**src/rtl/apb_master_bridge.sv**
```systemverilog
// apb_master_bridge: converts a valid/ready request/response port into
// single APB4 transfers (no pipelining), with a programmable ACCESS timeout.
//
// Ports:
//   clock, resetn                   - rising-edge clock, async active-low reset
//   req_valid/req_ready             - request handshake
//   req_addr/write/wdata/wstrb/prot - request payload
//   rsp_valid/rsp_ready             - response handshake
//   rsp_rdata/rsp_err/rsp_timeout   - response payload
//   out_p*                          - APB requester signals (all registered)
//   out_pready/prdata/pslverr       - APB completer signals
module apb_master_bridge #(
    parameter int unsigned ADDR_W  = 32,
    parameter int unsigned DATA_W  = 32,
    parameter int unsigned TIMEOUT = 255
) (
    input  logic                  clock,
    input  logic                  resetn,
    input  logic                  req_valid,
    output logic                  req_ready,
    input  logic [ADDR_W-1:0]     req_addr,
    input  logic                  req_write,
    input  logic [DATA_W-1:0]     req_wdata,
    input  logic [DATA_W/8-1:0]   req_wstrb,
    input  logic [2:0]            req_prot,
    output logic                  rsp_valid,
    input  logic                  rsp_ready,
    output logic [DATA_W-1:0]     rsp_rdata,
    output logic                  rsp_err,
    output logic                  rsp_timeout,
    output logic [ADDR_W-1:0]     out_paddr,
    output logic                  out_psel,
    output logic                  out_penable,
    output logic [2:0]            out_pprot,
    output logic                  out_pwrite,
    output logic [DATA_W-1:0]     out_pwdata,
    output logic [DATA_W/8-1:0]   out_pstrb,
    input  logic                  out_pready,
    input  logic [DATA_W-1:0]     out_prdata,
    input  logic                  out_pslverr
);

    localparam int unsigned STRB_W = DATA_W / 8;
    localparam int unsigned CNT_W  = (TIMEOUT > 0) ? $clog2(TIMEOUT + 1) : 1;

    typedef enum logic [1:0] {
        S_IDLE,
        S_SETUP,
        S_ACCESS,
        S_RESP
    } state_t;

    state_t              state_q,     state_d;
    logic [CNT_W-1:0]    cnt_q,       cnt_d;
    logic                req_ready_q, req_ready_d;
    logic                rsp_valid_q, rsp_valid_d;
    logic [DATA_W-1:0]   rsp_rdata_q, rsp_rdata_d;
    logic                rsp_err_q,   rsp_err_d;
    logic                rsp_tmo_q,   rsp_tmo_d;
    logic [ADDR_W-1:0]   paddr_q,     paddr_d;
    logic                psel_q,      psel_d;
    logic                penable_q,   penable_d;
    logic [2:0]          pprot_q,     pprot_d;
    logic                pwrite_q,    pwrite_d;
    logic [DATA_W-1:0]   pwdata_q,    pwdata_d;
    logic [STRB_W-1:0]   pstrb_q,     pstrb_d;

    logic timeout_hit;

    // Limit is checked on the registered count, so pready in the limit cycle still wins.
    assign timeout_hit = (TIMEOUT != 0) && (cnt_q == CNT_W'(TIMEOUT));

    // Next-state and next-output logic.
    always_comb begin
        state_d     = state_q;
        cnt_d       = cnt_q;
        req_ready_d = req_ready_q;
        rsp_valid_d = rsp_valid_q;
        rsp_rdata_d = rsp_rdata_q;
        rsp_err_d   = rsp_err_q;
        rsp_tmo_d   = rsp_tmo_q;
        paddr_d     = paddr_q;
        psel_d      = psel_q;
        penable_d   = penable_q;
        pprot_d     = pprot_q;
        pwrite_d    = pwrite_q;
        pwdata_d    = pwdata_q;
        pstrb_d     = pstrb_q;

        case (state_q)
            S_IDLE: begin
                req_ready_d = 1'b1;
                if (req_valid && req_ready_q) begin
                    state_d     = S_SETUP;
                    req_ready_d = 1'b0;
                    cnt_d       = '0;
                    psel_d      = 1'b1;
                    penable_d   = 1'b0;
                    paddr_d     = req_addr;
                    pwrite_d    = req_write;
                    pwdata_d    = req_wdata;
                    pprot_d     = req_prot;
                    pstrb_d     = req_write ? req_wstrb : '0;
                end
            end
            S_SETUP: begin
                state_d   = S_ACCESS;
                penable_d = 1'b1;
            end
            S_ACCESS: begin
                if (out_pready) begin
                    state_d     = S_RESP;
                    psel_d      = 1'b0;
                    penable_d   = 1'b0;
                    pstrb_d     = '0;
                    rsp_valid_d = 1'b1;
                    rsp_rdata_d = pwrite_q ? '0 : out_prdata;
                    rsp_err_d   = out_pslverr;
                    rsp_tmo_d   = 1'b0;
                end else if (timeout_hit) begin
                    state_d     = S_RESP;
                    psel_d      = 1'b0;
                    penable_d   = 1'b0;
                    pstrb_d     = '0;
                    rsp_valid_d = 1'b1;
                    rsp_rdata_d = '0;
                    rsp_err_d   = 1'b1;
                    rsp_tmo_d   = 1'b1;
                end else if (cnt_q != '1) begin
                    cnt_d = cnt_q + CNT_W'(1);
                end
            end
            S_RESP: begin
                if (rsp_ready) begin
                    state_d     = S_IDLE;
                    rsp_valid_d = 1'b0;
                    req_ready_d = 1'b1;
                end
            end
            default: state_d = S_IDLE;
        endcase
    end

    // State and output registers.
    always_ff @(posedge clock or negedge resetn) begin
        if (!resetn) begin
            state_q     <= S_IDLE;
            cnt_q       <= '0;
            req_ready_q <= 1'b0;
            rsp_valid_q <= 1'b0;
            rsp_rdata_q <= '0;
            rsp_err_q   <= 1'b0;
            rsp_tmo_q   <= 1'b0;
            paddr_q     <= '0;
            psel_q      <= 1'b0;
            penable_q   <= 1'b0;
            pprot_q     <= '0;
            pwrite_q    <= 1'b0;
            pwdata_q    <= '0;
            pstrb_q     <= '0;
        end else begin
            state_q     <= state_d;
            cnt_q       <= cnt_d;
            req_ready_q <= req_ready_d;
            rsp_valid_q <= rsp_valid_d;
            rsp_rdata_q <= rsp_rdata_d;
            rsp_err_q   <= rsp_err_d;
            rsp_tmo_q   <= rsp_tmo_d;
            paddr_q     <= paddr_d;
            psel_q      <= psel_d;
            penable_q   <= penable_d;
            pprot_q     <= pprot_d;
            pwrite_q    <= pwrite_d;
            pwdata_q    <= pwdata_d;
            pstrb_q     <= pstrb_d;
        end
    end

    assign req_ready   = req_ready_q;
    assign rsp_valid   = rsp_valid_q;
    assign rsp_rdata   = rsp_rdata_q;
    assign rsp_err     = rsp_err_q;
    assign rsp_timeout = rsp_tmo_q;
    assign out_paddr   = paddr_q;
    assign out_psel    = psel_q;
    assign out_penable = penable_q;
    assign out_pprot   = pprot_q;
    assign out_pwrite  = pwrite_q;
    assign out_pwdata  = pwdata_q;
    assign out_pstrb   = pstrb_q;

endmodule

```
**config.mk**
```make
export PLATFORM = sky130hd
export DESIGN_NAME = apb_master_bridge
export DESIGN_NICKNAME = d
export VERILOG_FILES = /design/src/rtl/apb_master_bridge.sv
export SDC_FILE = /design/constraint.sdc
export NUM_CORES = 1
export LEC_CHECK = 0
export BUFFER_PORTS_ARGS = -buffer_cell sky130_fd_sc_hd__buf_2
export CORE_ASPECT_RATIO = 0.7
export CORE_MARGIN = 2
export CORE_UTILIZATION = 50
export CTS_BUF_LIST = sky130_fd_sc_hd__clkbuf_4
export DETAILED_ROUTE_END_ITERATION = 16
export GPL_TIMING_DRIVEN = 1
export PLACE_DENSITY = 0.86
export SYNTH_ARGS = -nofsm -noshare
export SYNTH_HDL_FRONTEND = slang
export SYNTH_SLANG_ARGS = --single-unit
export TNS_END_PERCENT = 1
```
**constraint.sdc**
```tcl
create_clock -name clock -period 2.49 [get_ports clock]
set_clock_uncertainty 0.05 [all_clocks]
set_input_delay 0.1245 -clock clock [delete_from_list [all_inputs] [get_ports clock]]
set_output_delay 0.1245 -clock clock [all_outputs]
set_load 0.05 [all_outputs]
```
**Yosys cells after proc, flatten, opt, wreduce, memory -nomap -nowiden**

Index checks and enable logic that the tools add are counted.

- Register bits after elaboration: 120
- Word-level logic and storage cells: 74

- Add/sub/neg operators: 1
- Equality and inequality tests: 11
- Muxes and demuxes: 33
- Reductions and logical operators: 15

Operator list:

| cell | count |
|---|---|
| $mux W32 | 3 |
| $mux W8 | 4 |
| $mux W4 | 4 |
| $pmux W8 S2 | 1 |
| $reduce_and A3 Y1 | 4 |
| $mux W1 | 11 |
| $ne A2 B2 Y1 const B | 5 |
| $add A8 B1 Y8 const B | 1 |
| $eq A8 B8 Y1 const B | 1 |
| $mux W2 | 4 |
| $ne A8 B8 Y1 const B | 1 |
| $pmux W2 S4 | 1 |
| $pmux W4 S2 | 1 |
| $reduce_bool A2 Y1 | 4 |
| $pmux W1 S2 | 3 |
| $reduce_and A2 Y1 | 3 |
| $reduce_and A5 Y1 | 1 |
| $eq A2 B2 Y1 const B | 2 |
| $ne A3 B3 Y1 const B | 1 |
| $pmux W1 S3 | 1 |
| $reduce_bool A3 Y1 | 1 |
| $eq A2 B1 Y1 const B | 1 |
| $logic_not A2 Y1 | 1 |
| $logic_and A1 B1 Y1 | 1 |

**Logic depth before layout (Yosys ltp)**

- Depth in word-level cells: 5
- Depth in mapped cells: 8
- Gate-level depth less buffers: 6

**Least setup slack after synthesis**

OpenSTA, ideal clock, no wires.

- Path kind: register to register
- Start: reg state_q[0]
- End: reg state_q[1]
- Setup time: 0.125 ns
- Data arrival time: 1.541 ns
- Data required time: 2.315 ns
- Setup slack: 0.774 ns
- Stages on the path, launching flop included: 7
- Buffers on the path: 0
- Period minus slack after synthesis: 1.716 ns
- Cells stage by stage: dfrtp_1 inv_1 ha_1 a21boi_1 a21o_1 a21oi_1 mux2_2

- Word-level cells in the longest chain between the ends: 3
- Elaborated cells between the ends (all ways): 9
- Classes of those cells: eq/ne (6); mux (1); reduce/logical (2)

RTL lines:

| item | line | source |
|---|---|---|
| start: declaration | 53 | `state_t state_q, state_d;` |
| start signal: assignment | 162 | `state_q <= state_d;` |
| $eq A2 B2 Y1 / $logic_not A2 Y1 (equally long branches) | 90 | `case (state_q)` |
| $ne A3 B3 Y1 (no source line) / $ne A2 B2 Y1 (equally long branches) | n/a |  |
| $reduce_and A3 Y1 (no source line) | n/a |  |

Several ways; a longest one is shown, not always the timed one.
A chain may end at the register's enable or synchronous reset.

**Worst setup path after layout**

- Start: reg state_q[0]
- End: reg rsp_rdata_q[16], in the netlist rsp_rdata[16]

- Word-level cells in the longest chain between the ends: 2

RTL lines:

| item | line | source |
|---|---|---|
| $eq A2 B2 Y1 | 90 |  |
| $reduce_and A2 Y1 (no source line) | n/a |  |
| end signal: assignment | 166 | `rsp_rdata_q <= rsp_rdata_d;` |
| end: declaration | 57 | `logic [DATA_W-1:0] rsp_rdata_q, rsp_rdata_d;` |

Every way passes these cells.

==> results.py <==
metrics = {
    "setup_path": {
        "max_stage_delay_ps": 420,
        "startpoint_type": "flop",
        "cp_cell_sequence": "inv_1 > ha_1 > nand4_1 > o21ai_4 > buf_12 > nand3_1 > o21ai_0",
        "r2r_cells": 7,
        "path_class": "flop to flop",
        "worst-r2r-setup-slack_ps": 330,
        "critPathArrivalTime_ps": 2510,
        "timing.rr.end": "rsp_rdata[16]",
        "slowest_stage": "dfrtp_1",
        "critPathMaxFanout": 56,
        "rr_startpoint": "state_q[0]",
        "cp.required_ps": 2840,
        "end_kind": "flop",
    },
    "hold_path": {
        "holdCritPathClass": "input pin to async pin",
    },
    "logic_synthesis": {
        "synthArstFlopShare_pct": 100,
        "synth.area.top_cells": "dfrtp_1 61%, mux2_2 16%, o21ai_0 3.9%, nand3_1 3.6%, inv_1 2.8%",
        "postSynthCellCount": 385,
        "synth.top_cell.area_share_pct": 61.5,
        "synth-main-ff-cell": "dfrtp_1",
        "synth_nets": 501,
        "avgSynthCellArea_um2": 12.7,
        "synth-seq-area-share_pct": 61.5,
        "ys_warn_count": 0,
        "yosysUniqueCellTypes": 43,
        "synth_edf_count": 0,
        "synth-seq-cells": 120,
        "synthesis.area_mm2": 0.00489,
        "synth_top_cell_by_area": "dfrtp_1",
    },
    "power": {
        "share_seq_of_total_power_pct": 31.3,
        "p_leak_nw": 3.73,
        "power.internal_w": 0.00521,
        "switchingPower_w": 0.00578,
        "cellPowerDensity_mw_per_mm2": 1460,
        "p_comb_share_pct": 55.9,
        "power_frac_clock_pct": 12.8,
        "irDropWorstVdd_mv": 0.916,
        "power.share.switching_pct": 52.6,
    },
    "detailed_routing": {
        "first_pass_iters": 5,
        "wl_um": 15500,
        "antenna_left": 0,
        "wl_per_cell_um": 18.0,
        "drcViolationCount": 0,
        "num_vias": 4464,
        "vias_per_cell": 5.19,
        "first_iter_violations": 400,
    },
    "grt": {
        "antenna_found_initial": 1,
        "grt_pass1_vias": 4710,
        "grt_pass1_wl_um": 24000,
        "overflow": 0,
        "grt_max_degree": 64,
        "grt_use_total_pct": 29.9,
    },
    "floorplanning": {
        "dieArea_mm2": 0.0106,
        "fp.dieH_um": 86.7,
        "fp.dieW_um": 122,
        "rows": 30,
        "core_mm2": 0.00961,
        "start_util_pct": 50.8,
        "ioPinCount": 220,
    },
    "sta": {
        "timing.final.crit_share_pct": 86.7,
        "maxSlewViolCount": 0,
        "setup_ws_ps": 332,
        "tns_ps": 0,
        "tightestPinTransition_ps": 485,
        "max_freq_ghz": 0.463,
        "grt_setup_unrepaired": "no",
        "relSlewSlack_pct": 67.7,
        "setup_viol": 0,
        "finalWorstPathRequiredPeriod_ps": 2160,
        "hold_viol": 0,
    },
    "place": {
        "port_buffers": 219,
        "dp_slack_ps": 395,
        "hpwl_um": 8640,
        "dp_cells": 719,
        "place_area_mm2": 0.00614,
        "place.gp.congestion": 0.882,
    },
    "clocking": {
        "clockRootBuffer": "clkbuf_4",
        "cts.sinks": 120,
        "htree_levels": 4,
        "path_clk_slew_ps": 110,
        "numCtsBuffers": 17,
        "clockBufferDepth": 2,
        "tritoncts": "done",
        "clk-insertion-delay-late_ps": 510,
    },
    "layout": {
        "final_nets": 835,
        "drive_above_1_share_pct": 45.9,
        "n_fill_cell": 570,
        "stdcell_area_mm2": 0.00751,
        "syn_to_final_growth_pct": 53.7,
        "fin_cells": 860,
    },
    "run_status": {
        "status": "completed",
    },
    "flow_run": {
        "drv_cap": 0,
    },
}
[metal layers]
metal,vias to the layer above,track usage [%],routed length [um]
met5,-,0,0
met4,0,14.7,489
met3,50,10.7,1360
met2,242,50.2,7680
met1,2156,34.2,5990
li1,2016,-,-
[cell type report]
cell class | instances | area (um2) | share of cell area [%]
timing repair buffer | 335 | 2270 | 30.2
multi-input combinational | 208 | 1660 | 22.1
sequential | 120 | 3000 | 40.0
clock buffer | 19 | 143 | 1.90
antenna | 2 | 5.00 | 0.0667
clock inverter | 11 | 133 | 1.77
inverter | 37 | 139 | 1.85
tap | 128 | 160 | 2.13
[logic make-up (layout without fill, tap and decap cells)]
logic type / Yosys count / in the layout / share of synthesized area, %
compound gates: 70 / 70 / 8.96
fa+ha+maj: 6 / 6 / 1.54
buf+inv: 57 / 402 / 5.04
flops: 120 / 120 / 61.5
mux: 71 / 71 / 16.4
other cells: 0 / 2 / 0
simple gates: 61 / 61 / 6.63
[repair_timing]
action                                 CTS  global route
buffers inserted                         0             0
hold buffers                           109             0
resized for setup                        0             0
endpoints found under the hold margin  229             0
[placed cells by master (no fill, tap or decap), types with 2 or more instances in the layout]
master / count
clkbuf_4: 19
o211ai_1: 3
o21ai_0: 38
clkinv_2: 4
nor2_1: 3
buf_12: 2
ha_1: 6
nand2_1: 9
dfrtp_1: 120
clkinv_1: 2
a22o_1: 5
diode_2: 2
dlygate4sd3_1: 109
clkinvlp_4: 2
bufinv_16: 3
o21a_1: 2
nand4_1: 3
inv_1: 37
o22a_1: 2
a21oi_1: 4
nand3_1: 34
mux2_2: 71
o21ai_1: 2
buf_2: 218
buf_4: 6
[state kept, by name (all words and copies together) (netlist names)]
name and count:
rsp_err 1, out_pwrite 1, out_paddr 32, out_psel 1, state_q 2, cnt_q 8, out_pwdata 32, out_penable 1
out_pstrb 4, rsp_valid 1, rsp_timeout 1, req_ready 1, out_pprot 3, rsp_rdata 32
[Yosys cell counts, drive strengths merged (5+ instances only)]
cell / count
mux2: 71
a21oi: 5
inv: 37
clkbuf: 6
ha: 6
buf: 14
dfrtp: 120
a22o: 6
nand2: 9
o21ai: 41
nand3: 36
[how the worst max path moves through the flow]
stage / endpoint / slack [ps] / cells past startpoint / start
after CTS: rsp_rdata[11] / 400 / 7 / state_q[0]
after global placement: cnt_q[0] / 550 / 6 / state_q[0]
after floorplan: state_q[1] / 770 / 6 / state_q[0]
final: rsp_rdata[16] / 330 / 7 / state_q[0]
after global routing: rsp_rdata[16] / 110 / 7 / state_q[0]
after detailed placement: rsp_rdata[24] / 400 / 7 / state_q[0]
[per-stage QoR]
step                utilization [%]  power (W)  hold slack, ps
CTS                            78.1     0.0108            27.8
finish                         78.1     0.0110            62.8
detailed placement             63.9    0.00931            40.1
global placement               63.9    0.00912            28.3
floorplan                         -    0.00783            -221
global route                   78.1     0.0115            28.7
[power groups by stage]
stage               sequential, W  combinational, W  clock [W]
floorplan                 0.00643           0.00141          0
global placement          0.00334           0.00578          0
detailed placement        0.00340           0.00590          0
CTS                       0.00338           0.00605    0.00141
global route              0.00354           0.00643    0.00154
finish                    0.00344           0.00614    0.00141
[critical path, delay by kind of cell (launching register included)]
family,cells,cell delay [ps]
AOI/OAI and AO/OA,2,510
and+or+nand+nor,2,300
buffers and inverters,2,380
adders and majority gates,1,380
DFF,1,420
No activity file was read; power rests on OpenSTA's default activity.
